**src/rtl/srdl2sv_b2r_watchdog.sv**
```systemverilog
// rtl/srdl2sv_b2r_watchdog.sv - registered bus-to-register stage with access timeout
// Optional error log enabled by defining SRDL2SV_WATCHDOG_ERR_LOG_EN.

package srdl2sv_b2r_watchdog_pkg;
  typedef struct packed {
    logic [31:0] addr;
    logic [31:0] data;
    logic [3:0]  byte_en;
    logic        w_vld;
    logic        r_vld;
  } b2r_t;

  typedef struct packed {
    logic [31:0] data;
    logic        rdy;
    logic        err;
  } r2b_t;
endpackage

module srdl2sv_b2r_watchdog
  import srdl2sv_b2r_watchdog_pkg::*;
#(
  parameter int unsigned TIMEOUT_CYCLES = 16,
  parameter int unsigned CNT_W          = 16
) (
  input  logic       HCLK,
  input  logic       HRESETn,
  input  b2r_t       b2r_in,
  output r2b_t       r2b_out,
  output b2r_t       b2r_out,
  input  r2b_t       r2b_in,
  output logic       timeout_pulse,
  output logic [7:0] timeout_cnt
`ifdef SRDL2SV_WATCHDOG_ERR_LOG_EN
  ,
  input  logic        err_log_clr,
  output logic        err_log_vld,
  output logic [31:0] err_addr,
  output logic        err_wr
`endif
);

  typedef enum logic [1:0] {IDLE, ACTIVE, RESP, TOUT} state_t;

  // Last counter value of the wait window; zero when the timeout is disabled.
  localparam logic [CNT_W-1:0] LAST_CNT =
    (TIMEOUT_CYCLES == 0) ? '0 : CNT_W'(TIMEOUT_CYCLES - 1);

  state_t           state, state_nxt;
  logic [CNT_W-1:0] wait_cnt;
  logic [31:0]      resp_data;
  logic             resp_err;
  logic             req_wr;
  logic             req_vld;
  logic             expired;

  assign req_vld = b2r_in.w_vld | b2r_in.r_vld;
  assign expired = (TIMEOUT_CYCLES != 0) && (wait_cnt == LAST_CNT);
  assign timeout_pulse = (state == TOUT);

  // State register.
  always_ff @(posedge HCLK or negedge HRESETn) begin
    if (!HRESETn) state <= IDLE;
    else          state <= state_nxt;
  end

  // Next state and upstream response; a register rdy beats expiry in the same cycle.
  always_comb begin
    state_nxt = state;
    r2b_out   = '0;
    case (state)
      IDLE:    if (req_vld) state_nxt = ACTIVE;
      ACTIVE: begin
        if (r2b_in.rdy)   state_nxt = RESP;
        else if (expired) state_nxt = TOUT;
      end
      RESP: begin
        r2b_out.rdy  = 1'b1;
        r2b_out.data = resp_data;
        r2b_out.err  = resp_err;
        state_nxt    = IDLE;
      end
      TOUT: begin
        r2b_out.rdy = 1'b1;
        r2b_out.err = 1'b1;
        state_nxt   = IDLE;
      end
      default: state_nxt = IDLE;
    endcase
  end

  // Request capture, downstream valid, wait counter and response capture.
  always_ff @(posedge HCLK or negedge HRESETn) begin
    if (!HRESETn) begin
      b2r_out   <= '0;
      wait_cnt  <= '0;
      resp_data <= '0;
      resp_err  <= 1'b0;
      req_wr    <= 1'b0;
    end else begin
      case (state)
        IDLE: begin
          if (req_vld) begin
            b2r_out.addr    <= b2r_in.addr;
            b2r_out.data    <= b2r_in.data;
            b2r_out.byte_en <= b2r_in.byte_en;
            b2r_out.w_vld   <= b2r_in.w_vld;
            b2r_out.r_vld   <= b2r_in.r_vld & ~b2r_in.w_vld;
            req_wr          <= b2r_in.w_vld;
            wait_cnt        <= '0;
          end
        end
        ACTIVE: begin
          if (r2b_in.rdy) begin
            resp_data     <= r2b_in.data;
            resp_err      <= r2b_in.err;
            b2r_out.w_vld <= 1'b0;
            b2r_out.r_vld <= 1'b0;
          end else if (expired) begin
            b2r_out.w_vld <= 1'b0;
            b2r_out.r_vld <= 1'b0;
          end
          if ((TIMEOUT_CYCLES != 0) && (wait_cnt != LAST_CNT))
            wait_cnt <= wait_cnt + CNT_W'(1);
        end
        default: ;
      endcase
    end
  end

  // Saturating count of timed-out accesses.
  always_ff @(posedge HCLK or negedge HRESETn) begin
    if (!HRESETn)                                   timeout_cnt <= 8'h00;
    else if ((state == TOUT) && (timeout_cnt != 8'hFF)) timeout_cnt <= timeout_cnt + 8'd1;
  end

`ifdef SRDL2SV_WATCHDOG_ERR_LOG_EN
  // Sticky log of the first timed-out access; a timeout coinciding with clear re-arms with the new one.
  always_ff @(posedge HCLK or negedge HRESETn) begin
    if (!HRESETn) begin
      err_log_vld <= 1'b0;
      err_addr    <= '0;
      err_wr      <= 1'b0;
    end else if ((state == TOUT) && (!err_log_vld || err_log_clr)) begin
      err_log_vld <= 1'b1;
      err_addr    <= b2r_out.addr;
      err_wr      <= req_wr;
    end else if (err_log_clr) begin
      err_log_vld <= 1'b0;
    end
  end
`endif

endmodule
```
**config.mk**
```make
export PLATFORM = sky130hd
export DESIGN_NAME = srdl2sv_b2r_watchdog
export DESIGN_NICKNAME = d
export VERILOG_FILES = /design/src/rtl/srdl2sv_b2r_watchdog.sv
export SDC_FILE = /design/constraint.sdc
export NUM_CORES = 1
export LEC_CHECK = 0
export CORE_ASPECT_RATIO = 1.4
export CORE_MARGIN = 2
export CORE_UTILIZATION = 39
export DETAILED_ROUTE_END_ITERATION = 7
export MAX_ROUTING_LAYER = met4
export PLACE_DENSITY = 0.76
export SETUP_SLACK_MARGIN = 0.15
export SYNTH_ARGS = -nofsm -noshare
export SYNTH_HDL_FRONTEND = slang
export SYNTH_SLANG_ARGS = --single-unit
```
**constraint.sdc**
```tcl
create_clock -name HCLK -period 2.2 [get_ports HCLK]
set_clock_uncertainty 0.2 [all_clocks]
set_input_delay 0.44 -clock HCLK [delete_from_list [all_inputs] [get_ports HCLK]]
set_output_delay 0.44 -clock HCLK [all_outputs]
set_load 0.01 [all_outputs]
```
Word level (Yosys, flattened, before mapping). Cells that the tools add are included.

Reductions and logical operators: 9. Equal/unequal tests: 9. Muxes and demuxes: 13. Add/sub/neg operators: 2. Bitwise logic cells: 3.

Operator list (count): two-way mux 16 bit (2); two-way mux 32 bit (1); case mux 16 bit (2 select lines) (1); adder 16 x 1 -> 16 bit, second input constant (1); == test 16 x 4 -> 1 bit, second input constant (1); != test 16 x 4 -> 1 bit, second input constant (1); two-way mux 2 bit (6); adder 8 x 1 -> 8 bit, second input constant (1); != test 8 bit, second input constant (1); case mux 2 bit (2 select lines) (2); case mux 2 bit (3 select lines) (1); AND reduction 2 bit (3); AND reduction 3 bit (2); == test 2 bit, second input constant (2); != test 2 bit, second input constant (2); != test 3 bit, second input constant (1); == test 2 x 1 -> 1 bit, second input constant (1); zero test 2 bit (1); nonzero test 2 bit (1); OR reduction 2 bit (1); AND 1 bit (1); logical AND 1 bit (1); NOT 1 bit (1); bitwise OR 1 bit (1).

Bits of input ports: 106. Logic and storage cells: 46. Register bits: 129. Output and inout port bits: 113.

Longest topological paths before layout. Gate-level depths: netlist of run 1.

Depth after elaboration: 4. Depth in mapped cells: 7. Mapped depth without buffers: 5.

Worst setup path after synthesis of run 1. Ideal clock, no wire load.

Kind: reg-to-reg. From: register wait_cnt[11]. To: register wait_cnt[11]. Buffers on the path: 0. Arrival: 1900 ps. Clock period less this slack: 2224 ps. Cell stages (with the launch flop): 5. Slack: -24 ps. Data required time: 1876 ps. Library setup time: 124 ps. Cells stage by stage: dfrtp_1 or4_1 o41a_1 and3_1 a211o_1.

Longest elaborated chain between the ends: 3. Elaborated cells between the ends (all ways): 6. Those cells by class: 1 x add/sub; 2 x eq/ne; 2 x mux; 1 x reduce/logical.

Ends and longest elaborated chain: start: declaration (line 50) `logic [CNT_W-1:0] wait_cnt;`; start signal: assignment (line 124) `wait_cnt <= wait_cnt + CNT_W'(1);`; adder 16 x 1 -> 16 bit / != test 16 x 4 -> 1 bit (equally long branches) (line 124, 123); two-way mux 16 bit / != test 2 bit (equally long branches); case mux 16 bit (2 select lines) / AND reduction 3 bit (equally long branches).

Parallel ways exist; a longest one is shown, timed or not. The select of a mux whose other input is x is not followed. A chain may end at the register's enable or synchronous reset.

==> impl_results.html, run 1 <==
<table>
<tr><th>Metric</th><th>Value</th></tr>
<tr><th colspan="2">Floorplanning</th></tr>
<tr><td>Ports placed on the boundary</td><td>219</td></tr>
<tr><td>Row count</td><td>51</td></tr>
<tr><td>Vert. Die Dim</td><td>144 um</td></tr>
<tr><td>Area of the die</td><td>0.0149 mm2</td></tr>
<tr><td>DIE WIDTH</td><td>104 um</td></tr>
<tr><td>Area inside the core boundary</td><td>0.0138 mm2</td></tr>
<tr><td>Starting density of the core</td><td>39.5%</td></tr>
<tr><th colspan="2">GRT</th></tr>
<tr><td>Total grt overflow</td><td>0</td></tr>
<tr><td>Wire length of the first global-routing pass</td><td>24.3 mm</td></tr>
<tr><td>Pin count of the biggest net entering global routing</td><td>49</td></tr>
<tr><td>GRT Overall Usage</td><td>21.7%</td></tr>
<tr><td>Antenna violations before repair</td><td>0</td></tr>
<tr><td>Number of global-route vias before repair</td><td>4843</td></tr>
<tr><th colspan="2">Worst hold path</th></tr>
<tr><td>Worst min-delay path class</td><td>in -&gt; async</td></tr>
<tr><th colspan="2">Power and ir drop</th></tr>
<tr><td>Logic pwr share</td><td>46.9%</td></tr>
<tr><td>Total Power</td><td>13500 uW</td></tr>
<tr><td>Share of total power in sequential cells</td><td>30.8%</td></tr>
<tr><td>Power density cells</td><td>1450 mW/mm2</td></tr>
<tr><td>Clock network fraction of total power</td><td>22.3%</td></tr>
<tr><td>Static leakage</td><td>0.00409 uW</td></tr>
<tr><td>Sw Share</td><td>31.4%</td></tr>
<tr><td>Peak supply drop</td><td>0.954 mV</td></tr>
<tr><td>Switching power</td><td>4230 uW</td></tr>
<tr><td>Internal portion of total power</td><td>9240 uW</td></tr>
<tr><th colspan="2">Yosys</th></tr>
<tr><td>Share of the synthesized area in the top cell type</td><td>59.3%</td></tr>
<tr><td>Post-synthesis cell area</td><td>0.00544 mm2</td></tr>
<tr><td>Sequential cell area fraction in the yosys report</td><td>59.3%</td></tr>
<tr><td>Post-synthesis area per instance</td><td>13.5 um2</td></tr>
<tr><td>Most area-consuming cells after synthesis</td><td>sky130_fd_sc_hd__dfrtp_1, sky130_fd_sc_hd__mux2_2, sky130_fd_sc_hd__and2_1</td></tr>
<tr><td>Synth Register Bits</td><td>129</td></tr>
<tr><td>Net count after synthesis</td><td>511</td></tr>
<tr><td>Post-Syn Instances</td><td>403</td></tr>
<tr><td>Biggest area consumer among synthesized cells</td><td>sky130_fd_sc_hd__dfrtp_1</td></tr>
<tr><td>Fraction of registers with async set/reset</td><td>100%</td></tr>
<tr><td>Number of distinct library cell variants in the gate-level netlist after synthesis</td><td>44</td></tr>
<tr><td>Ys Warns</td><td>0</td></tr>
<tr><td>Synth Flop Type</td><td>sky130_fd_sc_hd__dfrtp_1</td></tr>
<tr><td>Number of enable flip-flop cells after synthesis</td><td>0</td></tr>
<tr><th colspan="2">Finish</th></tr>
<tr><td>Final cell count without fillers</td><td>881</td></tr>
<tr><td>Final layout net count</td><td>791</td></tr>
<tr><td>Growth of design area from synthesis to finish</td><td>70.9%</td></tr>
<tr><td>Antenna diodes</td><td>0</td></tr>
<tr><td>Commonest non-fill, non-tap cells in the layout</td><td>sky130_fd_sc_hd__clkdlybuf4s50_1, sky130_fd_sc_hd__dfrtp_1, sky130_fd_sc_hd__mux2_2</td></tr>
<tr><td>Register cell area after layout</td><td>0.00323 mm2</td></tr>
<tr><td>Area used by multi-input combinational logic</td><td>0.00230 mm2</td></tr>
<tr><td>Share of post-route cells with drive strength above 1</td><td>42.0%</td></tr>
<tr><td>Final-layout fill cell count</td><td>1034</td></tr>
<tr><td>Leading cell type in the layout, fill and taps excluded</td><td>sky130_fd_sc_hd__clkdlybuf4s50_1</td></tr>
<tr><td>Final core area utilization</td><td>67.4%</td></tr>
<tr><th colspan="2">Run status</th></tr>
<tr><td>Violations in the final reports</td><td>negative setup slack</td></tr>
<tr><td>Status</td><td>finished, violations left</td></tr>
<tr><th colspan="2">STA</th></tr>
<tr><td>Number of hold violations in the final report</td><td>0</td></tr>
<tr><td>Max Slew Vio Count</td><td>0</td></tr>
<tr><td>Final worst hold slack</td><td>0.265 ns</td></tr>
<tr><td>Minimum setup slack in the final design</td><td>-0.0476 ns</td></tr>
<tr><td>Minimum clock period after layout</td><td>2.25 ns</td></tr>
<tr><td>Worst Max-Slew Pin Slew</td><td>0.400 ns</td></tr>
<tr><td>Achievable frequency</td><td>445 MHz</td></tr>
<tr><td>Setup violators final</td><td>19</td></tr>
<tr><td>Setup repair after global routing missed its margin</td><td>true</td></tr>
<tr><td>Share of the cycle needed by the critical path after routing</td><td>102%</td></tr>
<tr><td>Worst-case headroom to the max-slew limit</td><td>73.1%</td></tr>
<tr><th colspan="2">Drt</th></tr>
<tr><td>Routed vias/inst</td><td>4.99</td></tr>
<tr><td>DRC violation count after routing</td><td>0</td></tr>
<tr><td>Total routed wirelength</td><td>16.2 mm</td></tr>
<tr><td>Per-cell routed wire length</td><td>18.4 um</td></tr>
<tr><td>Count of nets left with antenna violations after detail routing</td><td>0</td></tr>
<tr><td>Number of optimization iterations in the first detailed-route pass</td><td>4</td></tr>
<tr><td>Vias post-DR</td><td>4399</td></tr>
<tr><td>Violation count after the first detailed-routing iteration</td><td>142</td></tr>
<tr><th colspan="2">Worst setup path</th></tr>
<tr><td>Critical path data arrival time</td><td>1.61 ns</td></tr>
<tr><td>Startpoint Class</td><td>flip-flop</td></tr>
<tr><td>Required arrival time at the worst endpoint</td><td>1.56 ns</td></tr>
<tr><td>Crit path max fanout</td><td>7</td></tr>
<tr><td>Source of the worst register-to-register timing path</td><td>wait_cnt[8]</td></tr>
<tr><td>Worst reg2reg path depth</td><td>6</td></tr>
<tr><td>Worst setup slack for register-to-register paths</td><td>-0.04 ns</td></tr>
<tr><td>Classification of the worst setup path</td><td>reg -&gt; out</td></tr>
<tr><td>Critical path capture point type</td><td>primary output</td></tr>
<tr><td>Capture instance of the worst register-to-register path</td><td>wait_cnt[8]</td></tr>
<tr><th colspan="2">Flow run</th></tr>
<tr><td>Max-capacitance violation count</td><td>0</td></tr>
<tr><th colspan="2">Clock network</th></tr>
<tr><td>Clk pin slew, worst setup/hold paths</td><td>0.06 ns</td></tr>
<tr><td>H-tree levels</td><td>4</td></tr>
<tr><td>Clock buffer count from CTS</td><td>17</td></tr>
<tr><td>Worst skew pair latency</td><td>0.41 ns</td></tr>
<tr><td>TritonCTS clock tree</td><td>built</td></tr>
<tr><td>Clock root buffer master</td><td>sky130_fd_sc_hd__clkbuf_16</td></tr>
<tr><td>Clock tree buffer depth</td><td>2</td></tr>
<tr><td>CTS sink count</td><td>129</td></tr>
<tr><th colspan="2">Placed design</th></tr>
<tr><td>Placed Cells incl. Taps</td><td>821</td></tr>
<tr><td>Final weighted congestion in routability-driven placement</td><td>0.927</td></tr>
<tr><td>Post-DP HPWL</td><td>11.0 mm</td></tr>
<tr><td>Setup slack at placement</td><td>-0.0282 ns</td></tr>
<tr><td>Number of buffers inserted by port buffering</td><td>218</td></tr>
</table>
## registers in the layout, indices dropped and copies added (netlist names)
name,flops
b2r_out,70
resp_data,32
wait_cnt,16
timeout_cnt,8
state,2
resp_err,1
## timing repair
item | CTS | global route
hold endpoints to repair | 18 | 0
gates resized for setup | 201 | 41
hold buffers | 1 | 0
pin swaps | 35 | 28
endpoints found under the setup margin | 55 | 85
buffers inserted | 19 | 3
gates cloned | 1 | 4
## critical path, stage by stage, from the launching register on
cell and delay, ns:
sky130_fd_sc_hd__dfrtp_1 0.36, sky130_fd_sc_hd__inv_2 0.06, sky130_fd_sc_hd__nor2_4 0.16, sky130_fd_sc_hd__buf_12 0.13, sky130_fd_sc_hd__buf_16 0.11, sky130_fd_sc_hd__clkbuf_16 0.13, sky130_fd_sc_hd__and2_4 0.13, sky130_fd_sc_hd__buf_6 0.10
## logic make-up after synthesis
| group | count (synthesis) | synth area share [%] |
|---|---|---|
| AOI/OAI and AO/OA | 36 | 5.08 |
| xor gates and xnor gates | 7 | 1.13 |
| adders and majority gates | 2 | 0.460 |
| buffers and inverters | 25 | 2.02 |
| DFF | 129 | 59.3 |
| muxes | 102 | 21.1 |
| and+or+nand+nor | 102 | 10.9 |
## synthesized netlist by cell type, drive strengths merged, types with 2 or more instances
cell type and count:
a22oi 2, a31oi 7, xnor2 6, and3 7, and4 4, nand2b 2
a41oi 2, nor3 6, buf 8, nand2 17, o21a 2, dfrtp 129
a21oi 4, nand3 8, nor2 8, a211o 4, clkbuf 12, and2 35
ha 2, o21ai 6, inv 5, nand4 7, or4 4, mux2 102
## power by group through the flow
stage	registers [uW]	logic [uW]	clock network, uW
after floorplan	4370	2310	0
after global placement	4060	5340	0
after detailed placement	4140	5490	0
after CTS	4120	6000	3050
after global routing	4280	6710	3180
final	4150	6320	3010
## final cells by class
cell class	instances	area share, %
clock buffer	17	4.58
clock inverter	15	2.21
inverter	5	0.202
multi-input combinational	249	24.7
sequential	129	34.7
tap	185	2.49
timing repair buffer	281	31.1
## metrics by stage
stage	setup TNS, ns	cell area, um2
2_1_floorplan	-0.0119	5460
3_3_place_gp	0	8120
3_5_place_dp	-0.0858	8120
4_1_cts	-0.721	9040
5_1_grt	-2.14	9300
6_report	-0.571	9300
## per-layer routing
layer,vias to the layer above,global-route usage [%],wire (um)
met1,2180,21.7,5670
met4,0,10.7,606
li1,2010,-,-
met5,-,-,0
met2,165,39.1,8990
met3,44,5.90,933
## worst max path at each step
stage	startpoint	to	slack, ns	cells after the start
finish	state[1]	r2b_out[23]	-0.05	7
CTS	state[0]	r2b_out[14]	-0.07	6
global route	state[1]	r2b_out[29]	-0.11	7
detailed placement	wait_cnt[4]	wait_cnt[15]	-0.03	5
global placement	wait_cnt[4]	wait_cnt[15]	0.02	5
floorplan	wait_cnt[4]	wait_cnt[14]	-0.01	4
Note: power is estimated with default switching activity, not from simulation.
==> run 2: changes to the inputs <==
Settings changed: CAP_MARGIN set to 20.
==> results of run 2 <==
No change in the layout: final DEF, timing and power equal those of run 1.
